## src/rtl/csr_trap_ctrl.sv

```systemverilog
// csr_trap_ctrl: sequences CSR instructions, ECALL and MRET onto a 4-entry
// CSR file (mstatus=0, mtvec=1, mepc=2, mcause=3) with one read port and one
// write port. A trap's CSR writes are serialised over consecutive cycles.
// Optional feature macro: CSR_TRAP_CTRL_MSTATUS_EN adds a STATUS state that
// updates MIE/MPIE/MPP in mstatus on ECALL and MRET.
module csr_trap_ctrl #(
    parameter int DATA_W = 64,
    parameter int ADDR_W = 12
) (
    input  logic              clk,
    input  logic              rst,
    input  logic              req_valid,
    output logic              req_ready,
    input  logic [2:0]        req_op,
    input  logic [ADDR_W-1:0] req_csr_addr,
    input  logic [DATA_W-1:0] req_src,
    input  logic              req_src_is_x0,
    input  logic [DATA_W-1:0] req_pc,
    output logic              resp_valid,
    input  logic              resp_ready,
    output logic [DATA_W-1:0] resp_rdata,
    output logic              resp_illegal,
    output logic              resp_redirect,
    output logic [DATA_W-1:0] resp_pc,
    output logic [1:0]        csr_read_idx,
    input  logic [DATA_W-1:0] csr_read_data,
    output logic              csr_write_en,
    output logic [1:0]        csr_write_idx,
    output logic [DATA_W-1:0] csr_write_data
);

    localparam logic [2:0] OP_CSRRW = 3'd0;
    localparam logic [2:0] OP_CSRRS = 3'd1;
    localparam logic [2:0] OP_CSRRC = 3'd2;
    localparam logic [2:0] OP_ECALL = 3'd3;
    localparam logic [2:0] OP_MRET  = 3'd4;

    localparam logic [1:0] IDX_MSTATUS = 2'd0;
    localparam logic [1:0] IDX_MTVEC   = 2'd1;
    localparam logic [1:0] IDX_MEPC    = 2'd2;
    localparam logic [1:0] IDX_MCAUSE  = 2'd3;

    localparam logic [DATA_W-1:0] CAUSE_ECALL_M = DATA_W'(11);

    typedef enum logic [2:0] {
        S_IDLE,
        S_CSR,
        S_EPC,
        S_CAUSE,
        S_MRET,
`ifdef CSR_TRAP_CTRL_MSTATUS_EN
        S_STATUS,
`endif
        S_RESP
    } state_t;

    state_t state_q, state_d;

    // Captured request and registered response.
    logic [2:0]        op_q;
    logic [ADDR_W-1:0] addr_q;
    logic [DATA_W-1:0] src_q;
    logic              src_is_x0_q;
    logic [DATA_W-1:0] pc_q;
    logic [DATA_W-1:0] resp_rdata_q;
    logic              resp_illegal_q;
    logic              resp_redirect_q;
    logic [DATA_W-1:0] resp_pc_q;

    // Datapath load strobes from the FSM.
    logic capture, ld_csr, ld_pc, ld_illegal_op, clr_resp;

    logic       addr_known;
    logic [1:0] addr_idx;

    // Decode the captured CSR address into a file index.
    always_comb begin
        addr_known = 1'b1;
        addr_idx   = IDX_MSTATUS;
        case (addr_q)
            ADDR_W'(12'h300): addr_idx = IDX_MSTATUS;
            ADDR_W'(12'h305): addr_idx = IDX_MTVEC;
            ADDR_W'(12'h341): addr_idx = IDX_MEPC;
            ADDR_W'(12'h342): addr_idx = IDX_MCAUSE;
            default:          addr_known = 1'b0;
        endcase
    end

`ifdef CSR_TRAP_CTRL_MSTATUS_EN
    localparam int MIE_BIT  = 3;
    localparam int MPIE_BIT = 7;
    logic [DATA_W-1:0] mstatus_new;

    // Trap entry stacks MIE into MPIE and enters M-mode; MRET unstacks to U-mode.
    always_comb begin
        mstatus_new = csr_read_data;
        if (op_q == OP_ECALL) begin
            mstatus_new[MPIE_BIT] = csr_read_data[MIE_BIT];
            mstatus_new[MIE_BIT]  = 1'b0;
            mstatus_new[12:11]    = 2'b11;
        end else begin
            mstatus_new[MIE_BIT]  = csr_read_data[MPIE_BIT];
            mstatus_new[MPIE_BIT] = 1'b1;
            mstatus_new[12:11]    = 2'b00;
        end
    end
`endif

    // State register; async reset drops csr_write_en at once since it decodes state.
    always_ff @(posedge clk or posedge rst) begin
        // NOTE: sequential state uses non-blocking assignments so every flop
        // samples pre-edge values regardless of block ordering.
        if (rst) state_q <= S_IDLE;
        else     state_q <= state_d;
    end

    // Next-state logic and CSR file port control.
    always_comb begin
        // NOTE: every output gets a default first, so no path leaves a value
        // unassigned and no latch is inferred.
        state_d        = state_q;
        req_ready      = 1'b0;
        resp_valid     = 1'b0;
        csr_read_idx   = 2'd0;
        csr_write_en   = 1'b0;
        csr_write_idx  = 2'd0;
        csr_write_data = '0;
        capture        = 1'b0;
        ld_csr         = 1'b0;
        ld_pc          = 1'b0;
        ld_illegal_op  = 1'b0;
        clr_resp       = 1'b0;
        case (state_q)
            S_IDLE: begin
                req_ready = 1'b1;
                if (req_valid) begin
                    capture = 1'b1;
                    case (req_op)
                        OP_CSRRW, OP_CSRRS, OP_CSRRC: state_d = S_CSR;
                        OP_ECALL:                     state_d = S_EPC;
                        OP_MRET:                      state_d = S_MRET;
                        default: begin
                            state_d       = S_RESP;
                            ld_illegal_op = 1'b1;
                        end
                    endcase
                end
            end
            S_CSR: begin
                ld_csr  = 1'b1;
                state_d = S_RESP;
                if (addr_known) begin
                    csr_read_idx  = addr_idx;
                    csr_write_idx = addr_idx;
                    // Set/clear with rs1=x0 is a pure read.
                    csr_write_en  = (op_q == OP_CSRRW) || !src_is_x0_q;
                    case (op_q)
                        OP_CSRRS: csr_write_data = csr_read_data | src_q;
                        OP_CSRRC: csr_write_data = csr_read_data & ~src_q;
                        default:  csr_write_data = src_q;
                    endcase
                end
            end
            S_EPC: begin
                csr_write_en   = 1'b1;
                csr_write_idx  = IDX_MEPC;
                csr_write_data = pc_q;
                state_d        = S_CAUSE;
            end
            S_CAUSE: begin
                csr_write_en   = 1'b1;
                csr_write_idx  = IDX_MCAUSE;
                csr_write_data = CAUSE_ECALL_M;
                csr_read_idx   = IDX_MTVEC;
                ld_pc          = 1'b1;
`ifdef CSR_TRAP_CTRL_MSTATUS_EN
                state_d        = S_STATUS;
`else
                state_d        = S_RESP;
`endif
            end
            S_MRET: begin
                csr_read_idx = IDX_MEPC;
                ld_pc        = 1'b1;
`ifdef CSR_TRAP_CTRL_MSTATUS_EN
                state_d      = S_STATUS;
`else
                state_d      = S_RESP;
`endif
            end
`ifdef CSR_TRAP_CTRL_MSTATUS_EN
            S_STATUS: begin
                csr_read_idx   = IDX_MSTATUS;
                csr_write_en   = 1'b1;
                csr_write_idx  = IDX_MSTATUS;
                csr_write_data = mstatus_new;
                state_d        = S_RESP;
            end
`endif
            S_RESP: begin
                resp_valid = 1'b1;
                if (resp_ready) begin
                    clr_resp = 1'b1;
                    state_d  = S_IDLE;
                end
            end
            default: state_d = S_IDLE;
        endcase
    end

    // Request capture and response registers.
    always_ff @(posedge clk or posedge rst) begin
        if (rst) begin
            op_q            <= '0;
            addr_q          <= '0;
            src_q           <= '0;
            src_is_x0_q     <= 1'b0;
            pc_q            <= '0;
            resp_rdata_q    <= '0;
            resp_illegal_q  <= 1'b0;
            resp_redirect_q <= 1'b0;
            resp_pc_q       <= '0;
        end else begin
            if (capture) begin
                op_q        <= req_op;
                addr_q      <= req_csr_addr;
                src_q       <= req_src;
                src_is_x0_q <= req_src_is_x0;
                pc_q        <= req_pc;
            end
            if (ld_illegal_op) resp_illegal_q <= 1'b1;
            if (ld_csr) begin
                resp_rdata_q   <= addr_known ? csr_read_data : '0;
                resp_illegal_q <= !addr_known;
            end
            if (ld_pc) begin
                resp_pc_q       <= csr_read_data;
                resp_redirect_q <= 1'b1;
            end
            if (clr_resp) begin
                resp_rdata_q    <= '0;
                resp_illegal_q  <= 1'b0;
                resp_redirect_q <= 1'b0;
                resp_pc_q       <= '0;
            end
        end
    end

    assign resp_rdata    = resp_rdata_q;
    assign resp_illegal  = resp_illegal_q;
    assign resp_redirect = resp_redirect_q;
    assign resp_pc       = resp_pc_q;

endmodule

```

## config.mk

```make
export PLATFORM = sky130hd
export DESIGN_NAME = csr_trap_ctrl
export DESIGN_NICKNAME = d
export VERILOG_FILES = /design/src/rtl/csr_trap_ctrl.sv
export SDC_FILE = /design/constraint.sdc
export NUM_CORES = 1
export LEC_CHECK = 0
export ABC_AREA = 1
export ABC_CLOCK_PERIOD_IN_PS = 10050
export CORE_ASPECT_RATIO = 2
export CORE_MARGIN = 4
export CORE_UTILIZATION = 42
export DETAILED_ROUTE_END_ITERATION = 16
export PLACE_DENSITY = 0.78
export SYNTH_ARGS = -nofsm -noshare
export SYNTH_HDL_FRONTEND = slang
export SYNTH_SLANG_ARGS = --single-unit
```

## constraint.sdc

```tcl
create_clock -name clk -period 10.05 [get_ports clk]
set_input_delay 2.01 -clock clk [delete_from_list [all_inputs] [get_ports clk]]
set_output_delay 2.01 -clock clk [all_outputs]
set_load 0.05 [all_outputs]
```

# Word level (Yosys, flattened, before mapping)
# Cells that the tools add are included.
# totals
regBits,277
wordCells,81
in_bits,212
# op_classes
n_mux,35
eq_ne,17
reduce_logical,16
bitwise,3
# op_table
cell,n
$mux 64,6
$pmux 64 s3,1
$pmux 64 s2,1
$and 64x64->64,1
$not 64->64,1
$or 64x64->64,1
$eq 12x10->1 const B,4
$mux 1,18
$pmux 2 s3,3
$eq 3x2->1 const B,5
$pmux 3 s4,1
$eq 3x1->1 const B,3
$eq 3x3->1 const B,3
$logic_not 3->1,3
$pmux 3 s3,1
$mux 3,2
$reduce_or 3->1,2
$reduce_or 5->1,1
$ne 2x2->1 const B,2
$reduce_bool 2->1,2
$reduce_or 2->1,2
$reduce_or 4->1,1
$reduce_bool 3->1,1
$logic_not 1->1,2
other kinds (4),4

# Depth between registers and ports, before layout
# Gate-level depths: netlist of run 1.
# logic_depth
depth_word,8
mapped_depth,11

# Worst setup path before layout of run 1
# OpenSTA, ideal clock, no wires.
# synth_path
kind,input-to-output
start,input port csr_read_data[41]
end,output port csr_write_data[41]
n_path_buf,0
slack_ns,5.480
arrival_ns,2.560
stages,4
path_cell_list,nand2_1 o22ai_1 nand2_1 nand2_1
# synth_between
elab_chain_len,4
# synth_rtl
item,line,text
"start, declared",26,"input logic [DATA_W-1:0] csr_read_data,"
$and 64x64->64 / $or 64x64->64 (equally long branches),"159, 158",
$pmux 64 s2 (*),157,case (op_q)
$mux 64 (*),152,if (addr_known) begin
$pmux 64 s3 (*),133,case (state_q)
"end, declared",29,output logic [DATA_W-1:0] csr_write_data
# Every way passes the cells marked *; elsewhere a longest branch is shown, timed or not.

# Final worst setup path of run 1
# layout_path
start,register state_q[0]
end,output port csr_write_data[59]
# layout_between
elab_chain_len,2
# layout_rtl
item,line,text
"start, declared",57,"state_t state_q, state_d;"
"start signal, assigned",114,else state_q <= state_d;
$eq 3x2->1 / $eq 3x1->1 (equally long branches),133,
$pmux 64 s3 (*),133,
# Marked as above.

==> impl_metrics.py, run 1 <==
metrics = {
    "clocking": {
        "clock-root-buffer": "clkbuf_16",
        "path_clk_slew_ns": 0.07,
        "post_cts_buffers": 0,
        "clkLatencyLatePin_ns": 0.54,
        "clock_path_buffers": 3,
        "cts_tree": "yes",
        "cts-hold-fix-buffers": 0,
        "cts_buffers": 26,
        "cts_resized": 0,
        "cts_num_sinks": 277,
        "htree_num_levels": 1,
    },
    "critical_path": {
        "worstSetupPathType": "register to output port",
        "reg2reg_depth": 5,
        "worstSetupStartpointType": "register",
        "worstPathRequired_ns": 8.04,
        "critPathArrivalTime_ns": 4.22,
        "path_max_fanout": 77,
        "endpoint_kind": "output port",
    },
    "timing": {
        "setup_violations": 0,
        "setup_ws_ns": 3.82,
        "max_freq_mhz": 160,
        "finalHoldViolCount": 0,
        "grt_setup_unrepaired": "no",
        "finClkSkew_ns": 0.0119,
        "worstMarginPinSlew_ns": 0.936,
        "fin_tns_setup_ns": 0,
        "period_share_pct": 62.0,
        "timing.final.max_slew_violations": 0,
        "final.min_clock_period_ns": 6.23,
        "slew-limit-headroom_pct": 37.6,
    },
    "grt": {
        "grt_pass1_vias": 11900,
        "globalRouteOverflowTotal": 0,
        "grt_pass1_wl_um": 66100,
        "grt_max_degree": 168,
        "antenna_found_initial": 12,
        "track_usage_pct": 24.8,
    },
    "route": {
        "routed_via_density": 5.09,
        "drt-initial-drc-count": 748,
        "finalWirelength_um": 43100,
        "dr.pass1.iters": 7,
        "vias": 11600,
        "wire_per_inst_um": 18.9,
        "ant_nets": 0,
        "drc_errors": 0,
    },
    "synthesis": {
        "ys_ff_latch": 277,
        "synth.net_count": 1729,
        "syn_avg_cell_area_sq_um": 8.46,
        "yosysSeqAreaShare_pct": 54.0,
        "ys_warn_count": 0,
        "netlist_area_sq_um": 12800,
        "synthCells": 1517,
        "synth_cell_type_count": 27,
    },
    "layout": {
        "syn_to_final_growth_pct": 39.8,
        "nets": 2098,
        "drive_gt1_share_pct": 8.14,
    },
    "place": {
        "place_ws_ns": 4.12,
        "gp_congestion": 0.871,
        "numPortBuffers": 412,
        "dp_hpwl_um": 30500,
    },
    "power": {
        "clockPowerShare_pct": 21.4,
        "p_int_w": 0.00295,
        "powerDensity_nw_per_um2": 283,
        "p_leak_nw": 8.71,
        "p_seq_share_pct": 34.3,
        "peakVddDrop_v": 0.000222,
        "swShare_pct": 41.9,
        "power.net_switching_w": 0.00212,
        "pwr-share-comb_pct": 44.3,
    },
    "floorplan": {
        "die_y_um": 255,
        "initial_core_util_pct": 42.5,
        "boundaryPins": 413,
        "die_x_um": 132,
        "dieArea_sq_um": 33600,
        "core_sq_um": 30200,
        "rows": 90,
    },
    "run_status": {
        "outcome": "finished clean",
    },
    "min_path": {
        "hold_class": "register to register",
        "whs_path_depth": 2,
    },
    "job": {
        "drv_cap": 0,
    },
}
## synthesized netlist by cell type
cell / n / share of area, %
or2_2: 2 / 0.097
nor3_1: 3 / 0.12
buf_4: 8 / 0.47
dfrtp_1: 277 / 54
buf_2: 28 / 1.1
o21ai_1: 19 / 0.74
clkbuf_1: 21 / 0.61
nand2_2: 3 / 0.15
nor2_1: 14 / 0.41
nor3_4: 1 / 0.13
nor2_8: 1 / 0.16
nand3_4: 1 / 0.14
a21oi_1: 2 / 0.078
buf_6: 26 / 2.3
nor2_2: 2 / 0.097
a21oi_4: 1 / 0.13
nand2_1: 692 / 20
nand2_4: 2 / 0.18
nand3_2: 1 / 0.078
mux2_2: 67 / 5.9
o22ai_1: 64 / 3.1
inv_2: 4 / 0.12
nand3_1: 9 / 0.35
o21ai_2: 8 / 0.55
inv_1: 142 / 4.2
o21ai_0: 118 / 4.6
nor2_4: 1 / 0.088
## path summary, 6_finish.rpt
check	from	endpoint	slack, ns
worst min register to register	resp_rdata[26]	resp_rdata[26]	0.48
worst max-delay path	state_q[0]	csr_write_data[59]	3.82
max in group asynchronous	rst	resp_pc[37]	6.59
min in group asynchronous	rst	pc_q[54]	1.99
worst max register to register	state_q[0]	pc_q[16]	7.10
worst min-delay path	resp_rdata[26]	resp_rdata[26]	0.48
## placed cells by master, fill, tap and decap left out, drive strengths merged
master and count:
nand2 697, clkdlybuf4s50 412, dfrtp 277, inv 146, o21ai 145, mux2 67
o22ai 64, clkbuf 33, nor2 18, buf 12, diode 11, nand3 11
clkinv 9, bufinv 5, nor3 4, a21oi 3, or2 2
## state kept, by name (all words and copies together), names as in the netlist
name           count
addr_q            12
op_q               3
pc_q              64
resp_illegal       1
resp_pc           64
resp_rdata        64
resp_redirect      1
src_is_x0_q        1
src_q             64
state_q            3
## logic make-up after synthesis
family	count (synthesis)	synth area share, %
AND/OR/NAND/NOR	732	22.2
buffers and inverters	229	8.72
AO/OA/AOI/OAI	212	9.21
multiplexers	67	5.88
flip-flops	277	54.0
## stage by stage
step	hold WS, ns	power, W	std cells	instance area [sq um]	util, %
floorplan	0.474	0.00331	1517	12800	-
global placement	0.454	0.00393	2226	17000	56.3
detailed placement	0.463	0.00400	2226	17000	56.3
CTS	0.480	0.00511	2273	17900	59.4
global route	0.496	0.00535	2283	17900	59.5
finish	0.479	0.00507	2284	17900	59.5
## critical path, cell delays in order, from the launching register on
cell and delay, ns:
dfrtp_1 0.60, nand3_4 0.14, nor2_1 0.12, nand3_1 0.19, nand2_4 0.54, buf_4 0.82, nand2_1 0.21, nand2_1 0.17
clkdlybuf4s50_1 0.82
## layer usage
layer	share of wire, %	global-route usage (%)
met5	0.063	0
met4	7.3	16.7
met3	6.5	4.88
met2	51	43.7
met1	36	27.1
## power groups by stage
| stage | Combinational [W] | Sequential [W] | Clock [W] |
|---|---|---|---|
| global route | 0.00242 | 0.00179 | 0.00115 |
| CTS | 0.00226 | 0.00174 | 0.00111 |
| global placement | 0.00220 | 0.00173 | 0 |
| finish | 0.00225 | 0.00174 | 0.00108 |
| detailed placement | 0.00224 | 0.00176 | 0 |
| floorplan | 0.00116 | 0.00215 | 0 |
## layout make-up
cell class	instances	area, sq um
Timing Repair Buffer	424	4230
Antenna cell	11	27.5
Tap cell	368	460
Clock buffer	33	738
Inverter	146	556
Clock inverter	14	195
Sequential cell	277	6930
Fill cell	2625	12200
Multi-Input combinational cell	1011	4810
(Power assumes the default switching activity.)
==> run 2: changes to the inputs <==
--- a/config.mk
+++ b/config.mk
@@ -6,12 +6,12 @@
 export NUM_CORES = 1
 export LEC_CHECK = 0
 export ABC_AREA = 1
-export ABC_CLOCK_PERIOD_IN_PS = 10050
+export ABC_CLOCK_PERIOD_IN_PS = 6300
 export CORE_ASPECT_RATIO = 2
 export CORE_MARGIN = 4
-export CORE_UTILIZATION = 42
+export CORE_UTILIZATION = 47
 export DETAILED_ROUTE_END_ITERATION = 16
-export PLACE_DENSITY = 0.78
+export PLACE_DENSITY = 0.82
 export SYNTH_ARGS = -nofsm -noshare
 export SYNTH_HDL_FRONTEND = slang
 export SYNTH_SLANG_ARGS = --single-unit
==> constraint.sdc (replaced) <==
create_clock -name clk -period 6.3 [get_ports clk]
set_input_delay 1.26 -clock clk [delete_from_list [all_inputs] [get_ports clk]]
set_output_delay 1.26 -clock clk [all_outputs]
set_load 0.05 [all_outputs]
==> run 2 against run 1 <==
Final cell count shrank 1.1%. Power grew 56%. Die area shrank 10%. Wire length shrank 0.54%. Critical path depth is the same. Hold slack is essentially flat. Sequential share of layout area grew 0.24 points. Clock power grew 42%. Critical path type unchanged.
==> impl_metrics.py, run 2 (synthesis results as in run 1) <==
metrics = {
    "route": {
        "vias": 11800,
        "finalWirelength_um": 42800,
        "drc_errors": 0,
        "wire_per_inst_um": 19.0,
        "drt-initial-drc-count": 857,
        "routed_via_density": 5.22,
        "ant_nets": 0,
        "dr.pass1.iters": 5,
    },
    "clocking": {
        "cts_resized": 0,
        "cts_tree": "yes",
        "path_clk_slew_ns": 0.07,
        "post_cts_buffers": 0,
        "clock-root-buffer": "clkbuf_16",
        "cts-hold-fix-buffers": 0,
        "htree_num_levels": 1,
        "cts_num_sinks": 277,
        "clock_path_buffers": 3,
        "cts_buffers": 25,
        "clkLatencyLatePin_ns": 0.53,
    },
    "power": {
        "p_leak_nw": 8.65,
        "pwr-share-comb_pct": 45.6,
        "peakVddDrop_v": 0.000344,
        "power.net_switching_w": 0.00338,
        "powerDensity_nw_per_um2": 445,
        "clockPowerShare_pct": 19.3,
        "p_seq_share_pct": 35.1,
        "p_int_w": 0.00455,
        "swShare_pct": 42.6,
    },
    "floorplan": {
        "boundaryPins": 413,
        "dieArea_sq_um": 30200,
        "die_x_um": 125,
        "rows": 85,
        "die_y_um": 242,
        "initial_core_util_pct": 47.7,
        "core_sq_um": 26900,
    },
    "critical_path": {
        "crit_cells": 8,
        "r2r_setup_slack_ns": 3.58,
        "crit_chain": "inv_2 -> nor2_2 -> inv_1 -> nor2_4 -> buf_4 -> nand2_1 -> nand2_1 -> clkdlybuf4s50_1",
        "path_buf_inv": 4,
        "cp_slowest_cell": "clkdlybuf4s50_1",
        "path_max_fanout": 33,
        "r2r_end": "pc_q[21]",
        "crit_top_cell": "nand2_1",
        "worstSetupPathType": "register to output port",
        "worstPathRequired_ns": 5.04,
        "critPathTopFamily": "buffers and inverters",
        "endpoint": "csr_write_data[61]",
        "r2r-start": "state_q[0]",
        "critPathLaunch": "state_q[1]",
        "max_stage_delay_ns": 0.86,
        "worstSetupStartpointType": "register",
        "reg2reg_depth": 5,
        "endpoint_kind": "output port",
        "critPathArrivalTime_ns": 3.74,
    },
    "layout": {
        "nets": 2097,
        "finalNonFillerCells": 2258,
        "final_cell_mix": "nand2_1, clkdlybuf4s50_1, dfrtp_1, inv_1, o21ai_0",
        "syn_to_final_growth_pct": 38.9,
        "drive_gt1_share_pct": 7.73,
        "fin_util_pct": 66.3,
        "layout_commonest_cell": "nand2_1",
    },
    "timing": {
        "worstMarginPinSlew_ns": 1.01,
        "finClkSkew_ns": 0.0109,
        "grt_setup_unrepaired": "no",
        "timing.final.max_slew_violations": 0,
        "setup_violations": 0,
        "max_freq_mhz": 200,
        "period_share_pct": 79.3,
        "finalHoldViolCount": 0,
        "slew-limit-headroom_pct": 32.7,
        "final.min_clock_period_ns": 5.00,
        "fin_tns_setup_ns": 0,
        "hold_ws_ns": 0.479,
    },
    "grt": {
        "grt_max_degree": 156,
        "globalRouteOverflowTotal": 0,
        "track_usage_pct": 27.3,
        "grt_pass1_wl_um": 65500,
        "antenna_found_initial": 9,
        "grt_pass1_vias": 11700,
    },
    "place": {
        "numPortBuffers": 412,
        "gp_congestion": 0.896,
        "dp_cells": 2206,
        "dp_hpwl_um": 30200,
    },
    "run_status": {
        "outcome": "finished clean",
    },
    "min_path": {
        "whs_path_depth": 2,
        "hold_class": "register to register",
    },
    "job": {
        "drv_cap": 0,
    },
}
-- run 2: changes by cell type in the layout (fill, tap and decap cells not counted), moves of 2 or more --
cell and change:
clkinv_2 -5, clkbuf_1 +4, buf_4 -4, buf_12 +4, clkbuf_16 -2, bufinv_16 -3
diode_2 -2
-- run 2: layout make-up --
type	count	area, sq um
fillers	2178	9070
flip-flops and latches	277	6930
multi-input cells	1011	4810
repair buffers	424	4280
clock buffers	36	717
inverters	146	552
well taps	348	435
clock inverters	7	88.8
diodes	9	22.5
-- run 2: layer usage --
layer,routed length [um],up-vias,GRT usage (%)
li1,-,5498,-
met2,22200,546,48.4
met1,14700,5601,29.4
met4,2980,0,18.1
met3,2990,134,4.73
met5,0,-,0
-- run 2: how the worst min path moves through the flow --
stage                               from              to  slack [ns]
after floorplan              src_is_x0_q     src_is_x0_q        0.47
after global placement        resp_pc[5]      resp_pc[5]        0.46
after detailed placement      resp_pc[3]      resp_pc[3]        0.46
after CTS                     resp_pc[0]      resp_pc[0]        0.48
after global routing      resp_rdata[43]  resp_rdata[43]        0.50
final                         resp_pc[0]      resp_pc[0]        0.48
-- run 2: tightest hold or removal path, stage by stage (launching register included) --
cell and delay (ns):
dfrtp_1 0.35, nand2_1 0.05, nand2_1 0.05
-- run 2: power groups by stage --
stage | clock network [W] | registers, W | logic (W)
floorplan | 0 | 0.00343 | 0.00185
global placement | 0 | 0.00277 | 0.00352
detailed placement | 0 | 0.00280 | 0.00361
CTS | 0.00157 | 0.00278 | 0.00363
global route | 0.00164 | 0.00285 | 0.00388
finish | 0.00153 | 0.00278 | 0.00361
-- run 2: per-stage QoR --
stage	setup WS [ns]	total power, W	area, sq um
floorplan	1.37	0.00528	12800
global placement	1.89	0.00629	17000
detailed placement	1.86	0.00641	17000
CTS	1.30	0.00798	17800
global route	1.13	0.00837	17800
finish	1.30	0.00793	17800
